## src/rtl/pc_unit_pkg.sv

```systemverilog
// Shared constants for the program-counter unit: one-hot indices for the
// timing/decode vectors, IR select bit positions, and the PC action type.
// Imported by pc_unit and pc_skip_eval.
package pc_unit_pkg;

    // Timing signal indices (T0..T7)
    localparam int T0 = 0;
    localparam int T1 = 1;
    localparam int T2 = 2;
    localparam int T3 = 3;
    localparam int T4 = 4;
    localparam int T5 = 5;
    localparam int T6 = 6;
    localparam int T7 = 7;

    // Opcode decode indices (D0..D7)
    localparam int D0 = 0;
    localparam int D1 = 1;
    localparam int D2 = 2;
    localparam int D3 = 3;
    localparam int D4 = 4;
    localparam int D5 = 5;
    localparam int D6 = 6;
    localparam int D7 = 7;

    // IR[11:0] select bits for register-reference and IO skips
    localparam int SPA_B = 4;
    localparam int SNA_B = 3;
    localparam int SZA_B = 2;
    localparam int SZE_B = 1;
    localparam int SKI_B = 9;
    localparam int SKO_B = 8;

    // What the PC does at the next edge
    typedef enum logic [1:0] {
        ACT_HOLD = 2'd0,
        ACT_CLR  = 2'd1,
        ACT_LOAD = 2'd2,
        ACT_INR  = 2'd3
    } act_e;

endpackage

```

## src/rtl/pc_unit_if.sv

```systemverilog
// Bundle of control inputs and PC outputs shared between the sequencer
// (master) and the program-counter unit (slave). Clock and reset stay
// outside the bundle as plain ports.
interface pc_unit_if #(
    parameter int ADDR_W = 12,
    parameter int DATA_W = 16
);
    logic [7:0]        t;
    logic [7:0]        d;
    logic              i_bit;
    logic              e_flag;
    logic [DATA_W-1:0] ac;
    logic [DATA_W-1:0] dr;
    logic [11:0]       ir_b;
    logic [ADDR_W-1:0] ar;
    logic              fgi;
    logic              fgo;
    logic              r_int;
    logic              stall;
    logic [ADDR_W-1:0] pc;
    logic              pc_clr;
    logic              pc_inr;
    logic              pc_load;

    modport master (
        output t, d, i_bit, e_flag, ac, dr, ir_b, ar, fgi, fgo, r_int, stall,
        input  pc, pc_clr, pc_inr, pc_load
    );

    modport slave (
        input  t, d, i_bit, e_flag, ac, dr, ir_b, ar, fgi, fgo, r_int, stall,
        output pc, pc_clr, pc_inr, pc_load
    );
endinterface

```

## src/rtl/pc_skip_eval.sv

```systemverilog
// Skip-condition evaluation: ISZ zero test, register-reference and IO skips.
// Latency: purely combinational, feeds the increment request of pc_unit.
// Backpressure: none; stall gating is applied by the owner of the register.
module pc_skip_eval
    import pc_unit_pkg::*;
#(
    parameter int DATA_W = 16
) (
    input  logic [7:0]        i_t,
    input  logic [7:0]        i_d,
    input  logic              i_ibit,
    input  logic              i_e_flag,
    input  logic [DATA_W-1:0] i_ac,
    input  logic [DATA_W-1:0] i_dr,
    input  logic [11:0]       i_ir_b,
    input  logic              i_fgi,
    input  logic              i_fgo,
    output logic              o_skip
);
    logic w_ac_neg;
    logic w_isz;
    logic w_rr_skip;
    logic w_io_skip;

    assign w_ac_neg = i_ac[DATA_W-1];

    // ISZ: skip when the incremented memory word (already in DR) is zero
    assign w_isz = i_d[D6] & i_t[T6] & (i_dr == '0);

    // Register-reference skips; several select bits may be set, any hit skips
    assign w_rr_skip = i_d[D7] & ~i_ibit & i_t[T3] &
                       ((i_ir_b[SPA_B] & ~w_ac_neg)     |
                        (i_ir_b[SNA_B] &  w_ac_neg)     |
                        (i_ir_b[SZA_B] & (i_ac == '0))  |
                        (i_ir_b[SZE_B] & ~i_e_flag));

    // IO skips on input/output flag ready
    assign w_io_skip = i_d[D7] & i_ibit & i_t[T3] &
                       ((i_ir_b[SKI_B] & i_fgi) | (i_ir_b[SKO_B] & i_fgo));

    assign o_skip = w_isz | w_rr_skip | w_io_skip;

    // Timing/decode/IR bits that never qualify a skip
    logic w_unused_bits;
    assign w_unused_bits = &{1'b0, i_t[T0], i_t[T1], i_t[T2], i_t[T4], i_t[T5], i_t[T7],
                             i_d[D0], i_d[D1], i_d[D2], i_d[D3], i_d[D4], i_d[D5],
                             i_ir_b[11:10], i_ir_b[7:5], i_ir_b[0]};
endmodule

```

## src/rtl/pc_unit.sv

```systemverilog
// Program counter with clear/load/increment, priority clr > load > inr.
// Latency: one edge from qualifying timing/decode inputs to pc update.
// Backpressure: stall freezes pc and zeroes all strobes. Optional interrupt
// cycle handling is compiled in with PC_UNIT_INTR_EN.
module pc_unit
    import pc_unit_pkg::*;
#(
    parameter int              ADDR_W    = 12,
    parameter int              DATA_W    = 16,
    parameter logic [ADDR_W-1:0] RESET_VEC = '0
) (
    input  logic     clk,
    input  logic     rst_n,
    pc_unit_if.slave bus
);
    logic [ADDR_W-1:0] r_pc;
    logic              w_skip;
    logic              w_load_req;
    logic              w_inr_req;
    logic              w_clr_req;
    logic              w_fetch_inr;
    logic              w_intr_inr;
    act_e              w_act;

    pc_skip_eval #(
        .DATA_W (DATA_W)
    ) u_skip (
        .i_t      (bus.t),
        .i_d      (bus.d),
        .i_ibit   (bus.i_bit),
        .i_e_flag (bus.e_flag),
        .i_ac     (bus.ac),
        .i_dr     (bus.dr),
        .i_ir_b   (bus.ir_b),
        .i_fgi    (bus.fgi),
        .i_fgo    (bus.fgo),
        .o_skip   (w_skip)
    );

    // BUN at D4T4, BSA at D5T5 both jump to AR
    assign w_load_req = (bus.d[D4] & bus.t[T4]) | (bus.d[D5] & bus.t[T5]);

`ifdef PC_UNIT_INTR_EN
    // Interrupt cycle: T0 holds, T1 clears, T2 increments; fetch is suppressed
    assign w_fetch_inr = ~bus.r_int & bus.t[T1];
    assign w_clr_req   =  bus.r_int & bus.t[T1];
    assign w_intr_inr  =  bus.r_int & bus.t[T2];
`else
    // Interrupt flag is ignored; fetch always increments at T1
    assign w_fetch_inr = bus.t[T1];
    assign w_clr_req   = 1'b0;
    assign w_intr_inr  = 1'b0;
    logic w_unused_rint;
    assign w_unused_rint = bus.r_int;
`endif

    assign w_inr_req = w_fetch_inr | w_intr_inr | w_skip;

    // Resolve the single action for the next edge; reset and stall force HOLD
    always_comb begin
        w_act = ACT_HOLD;
        if (!rst_n || bus.stall) begin
            w_act = ACT_HOLD;
        end else if (w_clr_req) begin
            w_act = ACT_CLR;
        end else if (w_load_req) begin
            w_act = ACT_LOAD;
        end else if (w_inr_req) begin
            w_act = ACT_INR;
        end
    end

    // PC register; increment wraps naturally at the top of the address space
    always_ff @(posedge clk or negedge rst_n) begin
        if (!rst_n) begin
            r_pc <= RESET_VEC;
        end else begin
            case (w_act)
                ACT_CLR:  r_pc <= '0;
                ACT_LOAD: r_pc <= bus.ar;
                ACT_INR:  r_pc <= r_pc + {{(ADDR_W-1){1'b0}}, 1'b1};
                default:  r_pc <= r_pc;
            endcase
        end
    end

    assign bus.pc      = r_pc;
`ifdef PC_UNIT_INTR_EN
    assign bus.pc_clr  = (w_act == ACT_CLR);
`else
    assign bus.pc_clr  = 1'b0;
`endif
    assign bus.pc_load = (w_act == ACT_LOAD);
    assign bus.pc_inr  = (w_act == ACT_INR);
endmodule
```

## src/flat_wrapper.sv

```systemverilog
// flat-port wrapper written by rule: the top's interface ports become plain ports
module pc_unit_flat import pc_unit_pkg::*;
#(
    parameter int              ADDR_W    = 12,
    parameter int              DATA_W    = 16,
    parameter logic [ADDR_W-1:0] RESET_VEC = '0
)
  (clk, rst_n, bus_t, bus_d, bus_i_bit, bus_e_flag, bus_ac, bus_dr, bus_ir_b, bus_ar, bus_fgi, bus_fgo, bus_r_int, bus_stall, bus_pc, bus_pc_clr, bus_pc_inr, bus_pc_load);
  pc_unit_if #(.ADDR_W(ADDR_W), .DATA_W(DATA_W)) bus_i ();
  input  logic clk;
  input  logic rst_n;
  input wire logic [$bits(bus_i.t)-1:0] bus_t;
  input wire logic [$bits(bus_i.d)-1:0] bus_d;
  input wire logic [$bits(bus_i.i_bit)-1:0] bus_i_bit;
  input wire logic [$bits(bus_i.e_flag)-1:0] bus_e_flag;
  input wire logic [$bits(bus_i.ac)-1:0] bus_ac;
  input wire logic [$bits(bus_i.dr)-1:0] bus_dr;
  input wire logic [$bits(bus_i.ir_b)-1:0] bus_ir_b;
  input wire logic [$bits(bus_i.ar)-1:0] bus_ar;
  input wire logic [$bits(bus_i.fgi)-1:0] bus_fgi;
  input wire logic [$bits(bus_i.fgo)-1:0] bus_fgo;
  input wire logic [$bits(bus_i.r_int)-1:0] bus_r_int;
  input wire logic [$bits(bus_i.stall)-1:0] bus_stall;
  output wire logic [$bits(bus_i.pc)-1:0] bus_pc;
  output wire logic [$bits(bus_i.pc_clr)-1:0] bus_pc_clr;
  output wire logic [$bits(bus_i.pc_inr)-1:0] bus_pc_inr;
  output wire logic [$bits(bus_i.pc_load)-1:0] bus_pc_load;
  assign bus_i.t = bus_t;
  assign bus_i.d = bus_d;
  assign bus_i.i_bit = bus_i_bit;
  assign bus_i.e_flag = bus_e_flag;
  assign bus_i.ac = bus_ac;
  assign bus_i.dr = bus_dr;
  assign bus_i.ir_b = bus_ir_b;
  assign bus_i.ar = bus_ar;
  assign bus_i.fgi = bus_fgi;
  assign bus_i.fgo = bus_fgo;
  assign bus_i.r_int = bus_r_int;
  assign bus_i.stall = bus_stall;
  assign bus_pc = bus_i.pc;
  assign bus_pc_clr = bus_i.pc_clr;
  assign bus_pc_inr = bus_i.pc_inr;
  assign bus_pc_load = bus_i.pc_load;
  pc_unit #(.ADDR_W(ADDR_W), .DATA_W(DATA_W), .RESET_VEC(RESET_VEC)) u_core (.clk(clk), .rst_n(rst_n), .bus(bus_i));
endmodule
```

## config.mk

```make
export PLATFORM = sky130hd
export DESIGN_NAME = pc_unit_flat
export DESIGN_NICKNAME = d
export VERILOG_FILES = /design/src/rtl/pc_unit_pkg.sv /design/src/rtl/pc_unit_if.sv /design/src/rtl/pc_skip_eval.sv /design/src/rtl/pc_unit.sv /design/src/flat_wrapper.sv
export SDC_FILE = /design/constraint.sdc
export NUM_CORES = 1
export LEC_CHECK = 0
export CORE_ASPECT_RATIO = 1.5
export CORE_MARGIN = 3
export CORE_UTILIZATION = 28
export CTS_BUF_LIST = sky130_fd_sc_hd__clkbuf_4
export DETAILED_ROUTE_END_ITERATION = 7
export GPL_TIMING_DRIVEN = 0
export PLACE_DENSITY = 0.78
export SKIP_CTS_REPAIR_TIMING = 1
export SLEW_MARGIN = 20
export SYNTH_ARGS = -nofsm -noshare
export SYNTH_HDL_FRONTEND = slang
export SYNTH_SLANG_ARGS = --single-unit
```

## constraint.sdc

```tcl
create_clock -name clk -period 1.7 [get_ports clk]
set_input_delay 0.255 -clock clk [delete_from_list [all_inputs] [get_ports clk]]
set_output_delay 0.255 -clock clk [all_outputs]
set_load 0.03 [all_outputs]
```

==> results by group, run 1 <==
Clocking
  – Clk buf depth: 2
  – CTS Buf Count: 3
  – Reg clk slew, reported paths: around 0.080 ns
  – Clock root buffer: clkbuf_4
  – CTS sink count: 12
  – H-tree Lvls: 1
  – Later-pin clock latency in the skew report: between 0.2 and 0.3 ns
  – CTS tree: done

Power and ir drop
  – Pwr per Cell Area: 627 mW/mm2
  – Max rail drop VDD: just over 0.5 mV
  – Pleak: 0.000890 uW

STA
  – Period minus WS final: 2.15 ns
  – Worst Setup Slack, final: -0.453 ns
  – Period utilization: 127%
  – Max Freq: approximately 460 MHz
  – Worst Max-Slew Pin Slew: between 0.5 and 0.6 ns
  – Fin Clk Skew: 0.00574 ns
  – Hold Vio Cnt, Final: 0
  – Endpoints failing setup: 14
  – Final max-slew violation count: 0
  – RSZ-0062 raised after global routing: true
  – Max-slew headroom: roughly three fifths

Synth
  – Yosys top cell by area: dfrtp_1
  – Distinct cell type count of the synthesized netlist: 41
  – Yosys warns: 0
  – Synthesized flop and latch total: 12
  – Area contributors post-synth: dfrtp_1 30%, and3_1 5.6%, nor2_1 5.2%, a211oi_1 4.5%, nor3_1 3.5%
  – Syn_area_per_cell: ~8 um2
  – Top FF cell, synth: dfrtp_1
  – Synth Net Count: a little over 200
  – EDFF count, synth: 0
  – Asr flop ratio synth: between 90% and 100%
  – Cell area after synthesis: about 0.001 mm2
  – Seq/Total Area, Yosys: approximately 30%
  – Cells after Synth: ~120
  – Post-synth top area share: between 20 and 30%

Global routing
  – Initial antenna violation count: 0
  – Largest net degree at the start of global routing: 15
  – Global route overflow: 0
  – Vias in the first global route: between 1000 and 1500
  – First-pass GRT wire length: between 5 and 6 mm
  – GR Util All Layers: about 16%

Final layout
  – Nets: a little under 300
  – Register Area: approximately 300 um2
  – Most frequent cells in the layout: 63 x clkdlybuf4s50_1, 14 x nor2_1, 12 x dfrtp_1, 11 x dlymetal6s2s_1, 8 x nand2_1
  – Largest register FFs: 12
  – Finished Core Util: about three fifths
  – Final instance area: 0.00201 mm2
  – Multi-input gate area: just over 700 um2
  – Post-route insts no fill: 254
  – Antenna cells: 0
  – Layout cells sized above 1: between 15 and 20%
  – Area grow syn2layout: 99.5%
  – Commonest non-fill, non-tap cell in the layout: clkdlybuf4s50_1
  – Fill cell count: roughly 310

Worst setup path
  – Crit-path max FO: 6
  – CP Launch Type: primary input
  – Critical path endpoint category: primary output
  – CP Data Required Time: around 1.4 ns
  – Critical path arrival: 1.90 ns
  – Worst setup path class: primary input to primary output

Routing
  – Initial DRC count: 25
  – Routed wire length per instance: about 16 um
  – Via-per-instance ratio: 5.35
  – Routed wire length: about 3.9 mm
  – TritonRoute pass-1 iters: 4
  – Vias: roughly 1400
  – Antenna Nets Post-Route: 0
  – Post-route DRC: 0

Place
  – Gp weighted congestion: about 0.8
  – Placed cell area: around 0.0019 mm2
  – Dpl hpwl: 2.99 mm
  – Placed cell count: ~250
  – Pre-CTS WS: -1.39 ns
  – PortBufs: a little under 80

Die
  – I/O Pins: 95
  – Initial core utilization: between 20% and 30%
  – Row Count: 26
  – Die Y: 79.5 um
  – Core area: 0.00345 mm2
  – Die W: approximately 55 um
  – Die area: between 0.004 and 0.005 mm2

Outcome
  – Status: finished with violations
  – Violated checks: setup timing

Min path
  – Hold WC Path Type: primary input to asynchronous set/reset pin

Run
  – Max-Cap Viols: 0
final cells by class:
class                           count  area share [%]
Sequential cell                    12            14.9
Multi-Input combinational cell    100            35.8
Buffer                              9            2.98
Inverter                            3           0.559
Clock buffer                        3            1.12
Timing Repair Buffer               85            42.0
Tap cell                           42            2.61
power breakdown:
part	switching [uW]	leakage, uW	internal, uW
registers	70.9	0.000141	342
logic	321	0.000736	348
clock network	101	0.0000138	82.0
total	492	0.000890	772
cells in the mapped netlist (2+ instances only):
cell type,n
nor2_1,14
a311oi_1,3
dfrtp_1,12
nand2_1,8
or4_1,2
inv_1,3
nand3_1,3
a22oi_1,3
clkbuf_1,5
nand4_1,4
or3_1,5
o22a_1,2
nor4_1,4
buf_4,2
a21oi_1,3
a41o_1,2
and3_1,9
a211oi_1,6
o21ai_0,5
nor2b_1,2
nor3_1,7
cells by family (layout without fill, tap and decap cells):
family / Yosys count / in the layout / share of synthesized area [%]
and+or+nand+nor: 66 / 66 / 38.5
adders and majority gates: 1 / 1 / 1.24
DFF: 12 / 12 / 29.7
muxes: 1 / 1 / 1.12
AOI/OAI and AO/OA: 31 / 31 / 22.9
buffers and inverters: 12 / 100 / 6.07
other: 1 / 1 / 0.371
final timing paths:
check	from	depth (start not counted)	to	slack [ns]
worst min register to register	u_core.bus.pc[6]$_DFFE_PN0P_	1	u_core.bus.pc[6]$_DFFE_PN0P_	0.58
min in group clk	bus_ar[6]	3	u_core.bus.pc[6]$_DFFE_PN0P_	0.56
worst min-delay path	rst_n	2	u_core.bus.pc[8]$_DFFE_PN0P_	0.55
max in group asynchronous	rst_n	2	u_core.bus.pc[6]$_DFFE_PN0P_	0.77
worst max register to register	u_core.bus.pc[0]$_DFFE_PN0P_	6	u_core.bus.pc[10]$_DFFE_PN0P_	0.05
worst max-delay path	bus_ac[2]	8	bus_pc_inr	-0.45
worst max-delay path, stage by stage:
cell and delay [ns]:
clkbuf_2 0.08, or4_4 0.54, nor4_4 0.27, nand4_1 0.17
nand4b_4 0.16, buf_8 0.13, and3_4 0.17, buf_6 0.12
routing by layer:
layer	global-route usage (%)	wire length, um	vias up
met5	0	0	-
met4	5.84	61	0
met3	4.11	467	6
met2	28.8	2020	70
met1	17.9	1390	627
li1	-	-	656
metrics by stage:
stage / hold WS (ns) / power, uW / TNS, ns
2_1_floorplan: -0.0406 / 720 / -0.305
3_3_place_gp: 0.546 / 1050 / -10.33
3_5_place_dp: 0.560 / 1060 / -10.78
4_1_cts: 0.390 / 1240 / -7.33
5_1_grt: 0.586 / 1340 / -2.95
6_report: 0.546 / 1260 / -1.68
Note: power is estimated with default switching activity, not from simulation.
==> run 2, diff against run 1 <==
Settings changed: MAX_ROUTING_LAYER set to met4, SLEW_MARGIN 20 to unset.
==> results of run 2 <==
No change in the layout: final DEF, timing and power equal those of run 1.
Main changes from that run: final weighted congestion in routability-driven placement 0.784 -> 0.795; overall routing resource usage 16.3% -> 16.7%
